$ cat config.mk
export PLATFORM = sky130hd
export DESIGN_NAME = vga_sync_decoder
export DESIGN_NICKNAME = d
export VERILOG_FILES = /design/src/rtl/vga_sync_decoder.sv
export SDC_FILE = /design/constraint.sdc
export NUM_CORES = 1
export LEC_CHECK = 0
export ABC_AREA = 1
export BUFFER_PORTS_ARGS = -buffer_cell sky130_fd_sc_hd__buf_4
export CAP_MARGIN = 20
export CORE_ASPECT_RATIO = 0.5
export CORE_MARGIN = 2
export CORE_UTILIZATION = 30
export CTS_CLUSTER_SIZE = 14
export DETAILED_ROUTE_END_ITERATION = 8
export REMOVE_ABC_BUFFERS = 1
export SLEW_MARGIN = 20
export SYNTH_ARGS = -nofsm -noshare
export SYNTH_HDL_FRONTEND = slang
export SYNTH_SLANG_ARGS = --single-unit
$ cat constraint.sdc
create_clock -name clk -period 2.87 [get_ports clk]
set_clock_uncertainty 0.2 [all_clocks]
set_input_delay 0.574 -clock clk [delete_from_list [all_inputs] [get_ports clk]]
set_output_delay 0.574 -clock clk [all_outputs]
set_load 0.03 [all_outputs]
$ cat src/rtl/vga_sync_decoder.sv
// vga_sync_decoder: recovers (x, y) from VGA sync edges, checks line/frame geometry and builds a per-frame checksum
module vga_sync_decoder #(
  parameter int H_ACTIVE = 640,
  parameter int H_FP     = 16,
  parameter int H_SYNC   = 96,
  parameter int H_BP     = 48,
  parameter int V_ACTIVE = 480,
  parameter int V_FP     = 10,
  parameter int V_SYNC   = 2,
  parameter int V_BP     = 33
) (
  input  logic        clk,
  input  logic        reset,
  input  logic        pix_en,
  input  logic        hSync,
  input  logic        vSync,
  input  logic [3:0]  VGA_R,
  input  logic [3:0]  VGA_G,
  input  logic [3:0]  VGA_B,
  output logic        pix_valid,
  output logic [9:0]  x,
  output logic [8:0]  y,
  output logic [11:0] color,
  output logic        frame_done,
  output logic        frame_ok,
  output logic [15:0] frame_sum,
  output logic [15:0] frame_count,
  output logic        locked,
  output logic        sync_err
);
  localparam logic [10:0] H_LAST  = 11'(H_ACTIVE + H_FP + H_SYNC + H_BP - 1);
  localparam logic [10:0] H_START = 11'(H_SYNC + H_BP);
  localparam logic [10:0] H_END   = 11'(H_SYNC + H_BP + H_ACTIVE);
  localparam logic [9:0]  V_LAST  = 10'(V_ACTIVE + V_FP + V_SYNC + V_BP - 1);
  localparam logic [9:0]  V_START = 10'(V_SYNC + V_BP);
  localparam logic [9:0]  V_END   = 10'(V_SYNC + V_BP + V_ACTIVE);
  logic        h_prev_q, h_prev_d, v_prev_q, v_prev_d;
  logic [10:0] h_cnt_q, h_cnt_d;
  logic [9:0]  v_cnt_q, v_cnt_d;
  logic        v_pend_q, v_pend_d, line_seen_q, line_seen_d, line_bad_q, line_bad_d;
  logic        frame_seen_q, frame_seen_d;
  logic [15:0] sum_q, sum_d;
  logic [1:0]  good_cnt_q, good_cnt_d;
  logic        pix_valid_q, pix_valid_d, frame_done_q, frame_done_d, frame_ok_q, frame_ok_d;
  logic        sync_err_q, sync_err_d;
  logic [9:0]  x_q, x_d;
  logic [8:0]  y_q, y_d;
  logic [11:0] color_q, color_d;
  logic [15:0] frame_sum_q, frame_sum_d, frame_count_q, frame_count_d;
  logic        hfall, vfall, boundary, line_err, fdone, fok, serr, active;
  logic [10:0] h_new;
  logic [9:0]  v_new;
  logic [11:0] pix_color;
  assign pix_color = {VGA_R, VGA_G, VGA_B};
  assign hfall     = h_prev_q & ~hSync;
  assign vfall     = v_prev_q & ~vSync;
  // a vSync fall only marks the frame; the boundary itself lands on the next (or same) hSync fall
  assign boundary  = hfall & (v_pend_q | vfall);
  assign h_new     = hfall ? 11'd0 : (&h_cnt_q) ? h_cnt_q : h_cnt_q + 11'd1;
  assign v_new     = boundary ? 10'd0 : !hfall ? v_cnt_q : (&v_cnt_q) ? v_cnt_q : v_cnt_q + 10'd1;
  assign line_err  = hfall & line_seen_q & (h_cnt_q != H_LAST);
  assign fdone     = boundary & frame_seen_q;
  assign fok       = (v_cnt_q == V_LAST) & ~line_bad_q & ~line_err;
  assign serr      = line_err | (fdone & ~fok);
  assign active    = (h_new >= H_START) && (h_new < H_END) && (v_new >= V_START) && (v_new < V_END);
  // per-sample decode: counters, geometry checks, pixel re-emission and frame bookkeeping
  always_comb begin
    h_prev_d      = h_prev_q;
    v_prev_d      = v_prev_q;
    h_cnt_d       = h_cnt_q;
    v_cnt_d       = v_cnt_q;
    v_pend_d      = v_pend_q;
    line_seen_d   = line_seen_q;
    line_bad_d    = line_bad_q;
    frame_seen_d  = frame_seen_q;
    sum_d         = sum_q;
    good_cnt_d    = good_cnt_q;
    pix_valid_d   = 1'b0;
    frame_done_d  = 1'b0;
    sync_err_d    = 1'b0;
    frame_ok_d    = frame_ok_q;
    x_d           = x_q;
    y_d           = y_q;
    color_d       = color_q;
    frame_sum_d   = frame_sum_q;
    frame_count_d = frame_count_q;
    if (pix_en) begin
      h_prev_d      = hSync;
      v_prev_d      = vSync;
      h_cnt_d       = h_new;
      v_cnt_d       = v_new;
      v_pend_d      = boundary ? 1'b0 : (v_pend_q | vfall);
      line_seen_d   = line_seen_q | hfall;
      line_bad_d    = fdone ? 1'b0 : (line_bad_q | line_err);
      frame_seen_d  = frame_seen_q | boundary;
      sum_d         = fdone ? 16'd0 : active ? sum_q + {4'd0, pix_color} : sum_q;
      good_cnt_d    = serr ? 2'd0 : (fdone && good_cnt_q != 2'd2) ? good_cnt_q + 2'd1 : good_cnt_q;
      pix_valid_d   = active;
      frame_done_d  = fdone;
      sync_err_d    = serr;
      frame_ok_d    = fdone ? fok : frame_ok_q;
      x_d           = active ? 10'(h_new - H_START) : x_q;
      y_d           = active ? 9'(v_new - V_START) : y_q;
      color_d       = active ? pix_color : color_q;
      frame_sum_d   = fdone ? sum_q : frame_sum_q;
      frame_count_d = fdone ? frame_count_q + 16'd1 : frame_count_q;
    end
  end
  // state registers; counters reset saturated so nothing is active before the first syncs
  always_ff @(posedge clk or negedge reset) begin
    if (!reset) begin
      h_prev_q      <= 1'b1;
      v_prev_q      <= 1'b1;
      h_cnt_q       <= '1;
      v_cnt_q       <= '1;
      v_pend_q      <= 1'b0;
      line_seen_q   <= 1'b0;
      line_bad_q    <= 1'b0;
      frame_seen_q  <= 1'b0;
      sum_q         <= '0;
      good_cnt_q    <= '0;
      pix_valid_q   <= 1'b0;
      frame_done_q  <= 1'b0;
      sync_err_q    <= 1'b0;
      frame_ok_q    <= 1'b0;
      x_q           <= '0;
      y_q           <= '0;
      color_q       <= '0;
      frame_sum_q   <= '0;
      frame_count_q <= '0;
    end else begin
      h_prev_q      <= h_prev_d;
      v_prev_q      <= v_prev_d;
      h_cnt_q       <= h_cnt_d;
      v_cnt_q       <= v_cnt_d;
      v_pend_q      <= v_pend_d;
      line_seen_q   <= line_seen_d;
      line_bad_q    <= line_bad_d;
      frame_seen_q  <= frame_seen_d;
      sum_q         <= sum_d;
      good_cnt_q    <= good_cnt_d;
      pix_valid_q   <= pix_valid_d;
      frame_done_q  <= frame_done_d;
      sync_err_q    <= sync_err_d;
      frame_ok_q    <= frame_ok_d;
      x_q           <= x_d;
      y_q           <= y_d;
      color_q       <= color_d;
      frame_sum_q   <= frame_sum_d;
      frame_count_q <= frame_count_d;
    end
  end
  assign pix_valid   = pix_valid_q;
  assign x           = x_q;
  assign y           = y_q;
  assign color       = color_q;
  assign frame_done  = frame_done_q;
  assign frame_ok    = frame_ok_q;
  assign frame_sum   = frame_sum_q;
  assign frame_count = frame_count_q;
  assign locked      = (good_cnt_q == 2'd2);
  assign sync_err    = sync_err_q;
endmodule

==> results of run 1 <==
## metal layers
layer  track usage [%]  part of all wire [%]  vias to the layer above
li1                  -                     -                     2858
met1             20.30                    47                     2718
met2             27.31                    49                       99
met3             3.279                   3.9                       15
met4             2.449                  0.88                        0
met5                 0                     0                        -
## registers in the layout (all words and copies together), names as in the netlist
register / flops
sum_q: 16
frame_sum: 16
color: 12
h_cnt_q: 11
frame_done: 1
y: 9
good_cnt_q: 2
pix_valid: 1
line_seen_q: 1
frame_ok: 1
frame_count: 16
line_bad_q: 1
h_prev_q: 1
sync_err: 1
x: 10
frame_seen_q: 1
v_prev_q: 1
v_cnt_q: 10
v_pend_q: 1
## worst max path at each step
| stage | startpoint | end | slack (ns) | depth (start not counted) |
|---|---|---|---|---|
| 2_1_floorplan | hSync | color[0] | -0.81 | 15 |
| 5_1_grt | v_cnt_q[0] | color[6] | -0.22 | 17 |
| 3_5_place_dp | v_cnt_q[0] | sum_q[6] | -0.19 | 18 |
| 6_report | v_cnt_q[0] | sum_q[6] | -0.04 | 18 |
| 3_3_place_gp | v_cnt_q[0] | sum_q[11] | -0.12 | 18 |
| 4_1_cts | v_cnt_q[1] | sum_q[9] | -0.001 | 19 |
## worst reg2reg max path, delay by kind of cell, from the launching register on
kind	cells	cell delay (ns)
buffers and inverters	4	0.32
AND/OR/NAND/NOR	12	1.41
adder cells (fa/ha/maj)	2	0.31
flip-flops	1	0.56
## stage by stage
stage	setup TNS [ns]	cell area, sq um	hold WS (ns)	power (mW)	std cells
4_1_cts	-0.001719	8105	0.2109	6.652	1222
3_5_place_dp	-6.723	7516	0.2469	5.308	1184
2_1_floorplan	-41.05	6121	0.07841	4.238	774
3_3_place_gp	-3.763	7516	0.2423	5.268	1184
5_1_grt	-8.638	8269	0.2215	7.155	1224
6_report	-0.2426	8269	0.2330	6.691	1224
## repair_timing
action / in CTS / in global routing
setup buffers: 18 / 3
pin swaps: 20 / 16
gates resized for setup: 25 / 47
cloned: 3 / 0
hold buffers: 1 / 0
endpoints found under the hold margin: 3 / 0
endpoints found under the setup margin: 48 / 48
## placed cells by master (no fill, tap or decap), types with 3 or more instances in the layout
cell | Yosys | final
nand2_1 | 274 | 248
buf_4 | 2 | 150
dfrtp_1 | 89 | 89
inv_1 | 66 | 59
nand3_1 | 70 | 58
nor2_1 | 49 | 46
o21ai_0 | 47 | 45
nand2_2 | 6 | 30
dfstp_2 | 23 | 23
xor2_1 | 22 | 22
a21oi_1 | 20 | 20
nand3_2 | 9 | 17
ha_1 | 20 | 17
xnor2_1 | 14 | 14
inv_2 | 5 | 12
o21ai_1 | 8 | 10
clkbuf_16 | 0 | 9
nor2_2 | 5 | 7
nand4_1 | 7 | 7
or2_2 | 6 | 6
nand3b_1 | 5 | 5
nor3_1 | 5 | 5
nor2_4 | 3 | 4
nand3_4 | 0 | 4
buf_6 | 7 | 4
buf_12 | 0 | 3
## where the power goes
group	leakage (nW)	internal [mW]	switching (mW)
logic	2.65	1.20	1.87
clock network	0.134	0.618	0.592
registers	1.37	2.07	0.347
## cells by family after synthesis
kind of cell / count (synthesis) / synth area share, %
AO/OA/AOI/OAI: 89 / 7.668
flip-flops: 112 / 45.07
adder cells (fa/ha/maj): 21 / 4.302
buffers and inverters: 99 / 6.971
AND/OR/NAND/NOR: 443 / 30.97
XOR/XNOR: 36 / 5.019
## cell type report
class                      instances  area, sq um  area share (%)
multi-input combinational        590         3238           39.16
clock inverter                     4        28.78          0.3480
inverter                          73        286.5           3.465
tap                              273        341.6           4.131
clock buffer                      12        246.5           2.981
sequential                       112         2831           34.24
timing repair buffer             160         1296           15.68
==> run_results.csv, run 1 <==
group,metric,value,unit
worst_setup_path,required,2.92,ns
layout,fill_cells,2085,
layout,diodes,0,
drt,dr_total_vias,5690,
clock_network,cts.reportedPaths.clkPinSlew,0.07,ns
power,vdd_drop_max,0.3390,mV
worst_setup_path,r2r-start,"v_cnt_q[0]",
synthesis,seq_area_frac_synth,45.07,%
clock_network,tritoncts,"yes",
timing,hold_violations,0,
place,hpwl,12.00,mm
timing,fin_crit_sh,101.5,%
synthesis,synth_top_area_cell,"dfrtp_1",
worst_hold_path,hp-start,"VGA_G[1]",
die,die_w,208.7,um
timing,grt_setup_unrepaired,"true",
clock_network,clock_sinks,112,
layout,utilization,40.23,%
grt,grt-ovfl-total,0,
synthesis,yosys-top-cells-count,"nand2_1, dfrtp_1, nand3_1, inv_1, nor2_1",
worst_setup_path,end_kind,"register",
worst_setup_path,crit_chain,"ha_4 > inv_2 > nor2_4 > nand4_1 > nand2_2 > nand2_2 > nand3_2 > inv_2 > ha_4 > inv_2 > nand4_1 > nand2_4 > nand3_4 > nand3_4 > buf_12 > nand2_8 > nand2_4 > nand2_2",
clock_network,cts_buffer_depth,2,
worst_hold_path,whs_path_depth,3,
clock_network,cts_root_buf,"clkbuf_16",
die,ios,85,
synthesis,ys_ff_latch,112,
synthesis,async_reset_ff_share,100.0,%
drt,drc,0,
place,place_congestion,0.9010,
layout,area_growth,31.63,%
worst_setup_path,critPathSlowestCell,"dfstp_2",
run_status,status,"complete, but fails checks",
worst_setup_path,rrSetupSlack,-0.04,ns
drt,vias_per_cell,4.649,
layout,drive_gt1_share,30.07,%
timing,worst_pin_slew,0.5892,ns
worst_hold_path,hold_path_class,"primary input to register",
drt,drt_iter0_markers,360,
place,io_buffers,84,
synthesis,ys_types,42,
die,die_area,22180,sq um
clock_network,clock_latency,0.35,ns
worst_setup_path,critPathArrivalTime,2.96,ns
timing,setup_viol,16,
drt,ant_nets,0,
die,coreArea,20550,sq um
worst_hold_path,holdPathEnd,"color[5]",
place,place_ws,-0.1949,ns
worst_setup_path,worst_setup_path_start_kind,"register",
synthesis,synth_cells,800,
synthesis,post-synth-top-count-cell,"nand2_1",
run,max_cap_violations,0,
run_status,violations,"negative setup slack",
grt,grt_max_degree,44,
die,initial_core_util,30.56,%
synthesis,synth_ff_type,"dfrtp_1",
timing,fmax,343.2,MHz
grt,grt_use_total,15.61,%
worst_setup_path,path_buf_inv,4,
timing,setup_ws,-0.04334,ns
timing,relSlewSlack,60.72,%
worst_setup_path,r2r-end,"sum_q[6]",
drt,drtPass1Iterations,5,
layout,fin_nets,984,
drt,wl_per_cell,13.76,um
synthesis,synth_top_area_share,35.45,%
timing,drv_slew,0,
power,p_leak,4.154,nW
die,die_h,106.3,um
synthesis,synth_edf_count,0,
die,rows,37,
synthesis,synth_area,6282,sq um
power,power_density,809.1,nW/um^2
worst_setup_path,slowest_delay,0.56,ns
synthesis,avgSynthCellArea,7.853,sq um
grt,grt_pass1_vias,5528,
timing,min_period,2.913,ns
worst_setup_path,cp_top_family,"simple AND/OR/NAND/NOR gates",
worst_setup_path,worstRegToRegCells,18,
worst_setup_path,cp_max_fo,8,
clock_network,cts_htree_levels,3,
synthesis,synth.area.top_cells,"dfrtp_1, nand2_1, dfstp_2, nand3_1, ha_1",
clock_network,cts_buffers,9,
worst_setup_path,critical_path_class,"register to register",
synthesis,ys_warn_count,0,
grt,antenna_found_initial,0,
drt,drt_wl_total,16.84,mm
grt,grt_pass1_wl,28.04,mm
Power figures use the tool's default switching activity.
==> run 2: changes to the inputs <==
- GPL_TIMING_DRIVEN: default -> 0
==> run 2 against run 1 <==
The run still ends with negative setup slack left. Largest power group unchanged. Critical endpoint is now sum_q[11]. Count of clock-buffer cells in the layout is 1 lower. Flip-flop and latch count stayed put. Maximum frequency decreased by 1.9%. Worst setup slack worse by 0.055 ns.
==> run_results.csv, run 2 (synthesized netlist as in run 1, its figures left out) <==
group,metric,value,unit
die,die_w,208.7,um
layout,layout_commonest_cell,"nand2_1",
power,p_clk_share,20.0,%
worst_hold_path,hold_path_class,"primary input to register",
worst_setup_path,critPathSlowestCell,"dfstp_2",
drt,wl_per_cell,15.20,um
worst_setup_path,required,2.92,ns
worst_setup_path,r2r-start,"v_cnt_q[1]",
power,p_leak,4.156,nW
layout,stdcell_area,8592,sq um
grt,grt_max_degree,61,
worst_setup_path,cp_num_cells,18,
grt,grt-ovfl-total,0,
layout,layout_common_cells,"nand2_1, buf_4, dfrtp_1",
worst_setup_path,r2r-end,"sum_q[11]",
clock_network,tritoncts,"yes",
drt,ant_nets,0,
layout,diodes,0,
power,power.internal,4.102,mW
worst_setup_path,endpoint,"sum_q[11]",
run_status,status,"complete, but fails checks",
power,p_sw_share,41.77,%
clock_network,cts_buffers,9,
grt,grt_use_total,15.97,%
power,power_density,819.8,nW/um^2
die,die_h,106.3,um
drt,vias_per_cell,4.803,
worst_setup_path,cpMostUsedCell,"nand2_1",
worst_setup_path,worstRegToRegCells,18,
worst_setup_path,rrSetupSlack,-0.1,ns
worst_setup_path,cp_max_fo,5,
grt,grt_pass1_vias,5589,
die,ios,85,
die,coreArea,20550,sq um
clock_network,cts.reportedPaths.clkPinSlew,0.08,ns
worst_setup_path,critical_path_class,"register to register",
place,io_buffers,84,
timing,relSlewSlack,53.43,%
power,combPwrFrac,45.2,%
die,rows,37,
worst_setup_path,crit_start,"v_cnt_q[1]",
worst_setup_path,critPathArrivalTime,3.02,ns
worst_setup_path,crit_chain,"ha_4 > buf_4 > buf_4 > nand3_1 > nor2_1 > nand2_1 > nand2_1 > nand3_1 > nand3_2 > nand2_1 > nor2_1 > nand3_2 > nand2_4 > buf_12 > nand3_4 > clkbuf_16 > nand3_2 > nand2_1",
grt,antenna_found_initial,0,
die,die_area,22180,sq um
clock_network,clock_sinks,112,
timing,grt_setup_unrepaired,"true",
grt,grt_pass1_wl,28.25,mm
power,power_frac_seq,34.7,%
clock_network,clock_latency,0.36,ns
clock_network,cts_htree_levels,3,
layout,area_growth,36.77,%
power,vdd_drop_max,0.3167,mV
clock_network,cts_buffer_depth,2,
timing,fmax,336.8,MHz
timing,finalSetupTns,-1.823,ns
place,hpwl,10.55,mm
power,switching_power,2.943,mW
drt,drt_iter0_markers,436,
worst_setup_path,end_kind,"register",
timing,fin_crit_sh,103.4,%
drt,drtPass1Iterations,6,
timing,drv_slew,0,
timing,setup_viol,34,
run,max_cap_violations,0,
place,postPlaceCellArea,7132,sq um
timing,setup_ws,-0.09875,ns
drt,drt_wl_total,18.36,mm
worst_setup_path,cp_top_family,"simple AND/OR/NAND/NOR gates",
timing,hold_violations,0,
layout,fin_nets,968,
place,place_ws,-2.068,ns
worst_setup_path,path_buf_inv,4,
clock_network,cts_root_buf,"clkbuf_16",
timing,worst_pin_slew,0.6975,ns
drt,dr_total_vias,5802,
worst_setup_path,worst_setup_path_start_kind,"register",
run_status,violations,"negative setup slack",
timing,min_period,2.969,ns
place,place_congestion,0.8705,
power,power,7.044,mW
drt,drc,0,
die,initial_core_util,30.56,%
layout,drive_gt1_share,32.73,%
worst_setup_path,slowest_delay,0.56,ns
==> run 2: worst min path at each step <==
stage                            from          end  slack [ns]  cells after the start
after floorplan                 reset     color[0]        0.08                      0
after global placement    line_seen_q  line_seen_q        0.24                      2
after detailed placement  line_seen_q  line_seen_q        0.24                      2
after CTS                    VGA_R[2]    color[10]        0.21                      3
after global routing         VGA_R[2]    color[10]        0.21                      3
final                        VGA_R[2]    color[10]        0.22                      3
==> run 2: power groups by stage <==
stage | sequential, mW | clock (mW) | combinational (mW)
global route | 2.51 | 1.51 | 3.50
finish | 2.45 | 1.41 | 3.19
floorplan | 2.99 | 0 | 1.25
CTS | 2.41 | 1.44 | 3.00
global placement | 2.42 | 0 | 2.69
detailed placement | 2.44 | 0 | 2.74
==> run 2: worst min-delay path: cells and delay by family <==
| kind | cells | cell delay, ns |
|---|---|---|
| buf+inv | 1 | 0.09 |
| simple gates | 2 | 0.08 |
==> run 2: area by class of cell <==
type,instances,area [sq um]
clock buffer,11,242.7
clock inverter,5,85.08
fill,2020,11960
inverter,73,315.3
multi-input combinational,596,3550
sequential,112,2831
tap,273,341.6
timing repair buffer,135,1192
timing repair inverter,3,33.78
==> run 2: through the flow <==
| step | utilization [%] | instances | hold WS (ns) |
|---|---|---|---|
| 2_1_floorplan | - | 774 | 0.07841 |
| 5_1_grt | 41.80 | 1208 | 0.2057 |
| 3_3_place_gp | 34.51 | 1131 | 0.2377 |
| 3_5_place_dp | 34.70 | 1132 | 0.2433 |
| 6_report | 41.80 | 1208 | 0.2165 |
| 4_1_cts | 39.35 | 1186 | 0.2074 |
==> run 2: repair_timing <==
item                                   CTS  global route
resized for setup                       71            79
setup endpoints to repair               86            53
endpoints found under the hold margin   34             0
hold buffers                             1             0
setup buffers                           31            16
gates cloned                             6             6
pin swaps                               24            36
==> run 2: layer usage <==
layer / wire length (um) / GRT usage (%)
met5: 0 / 0
met4: 367 / 4.796
met3: 983 / 3.427
met2: 8876 / 27.33
met1: 8129 / 20.36
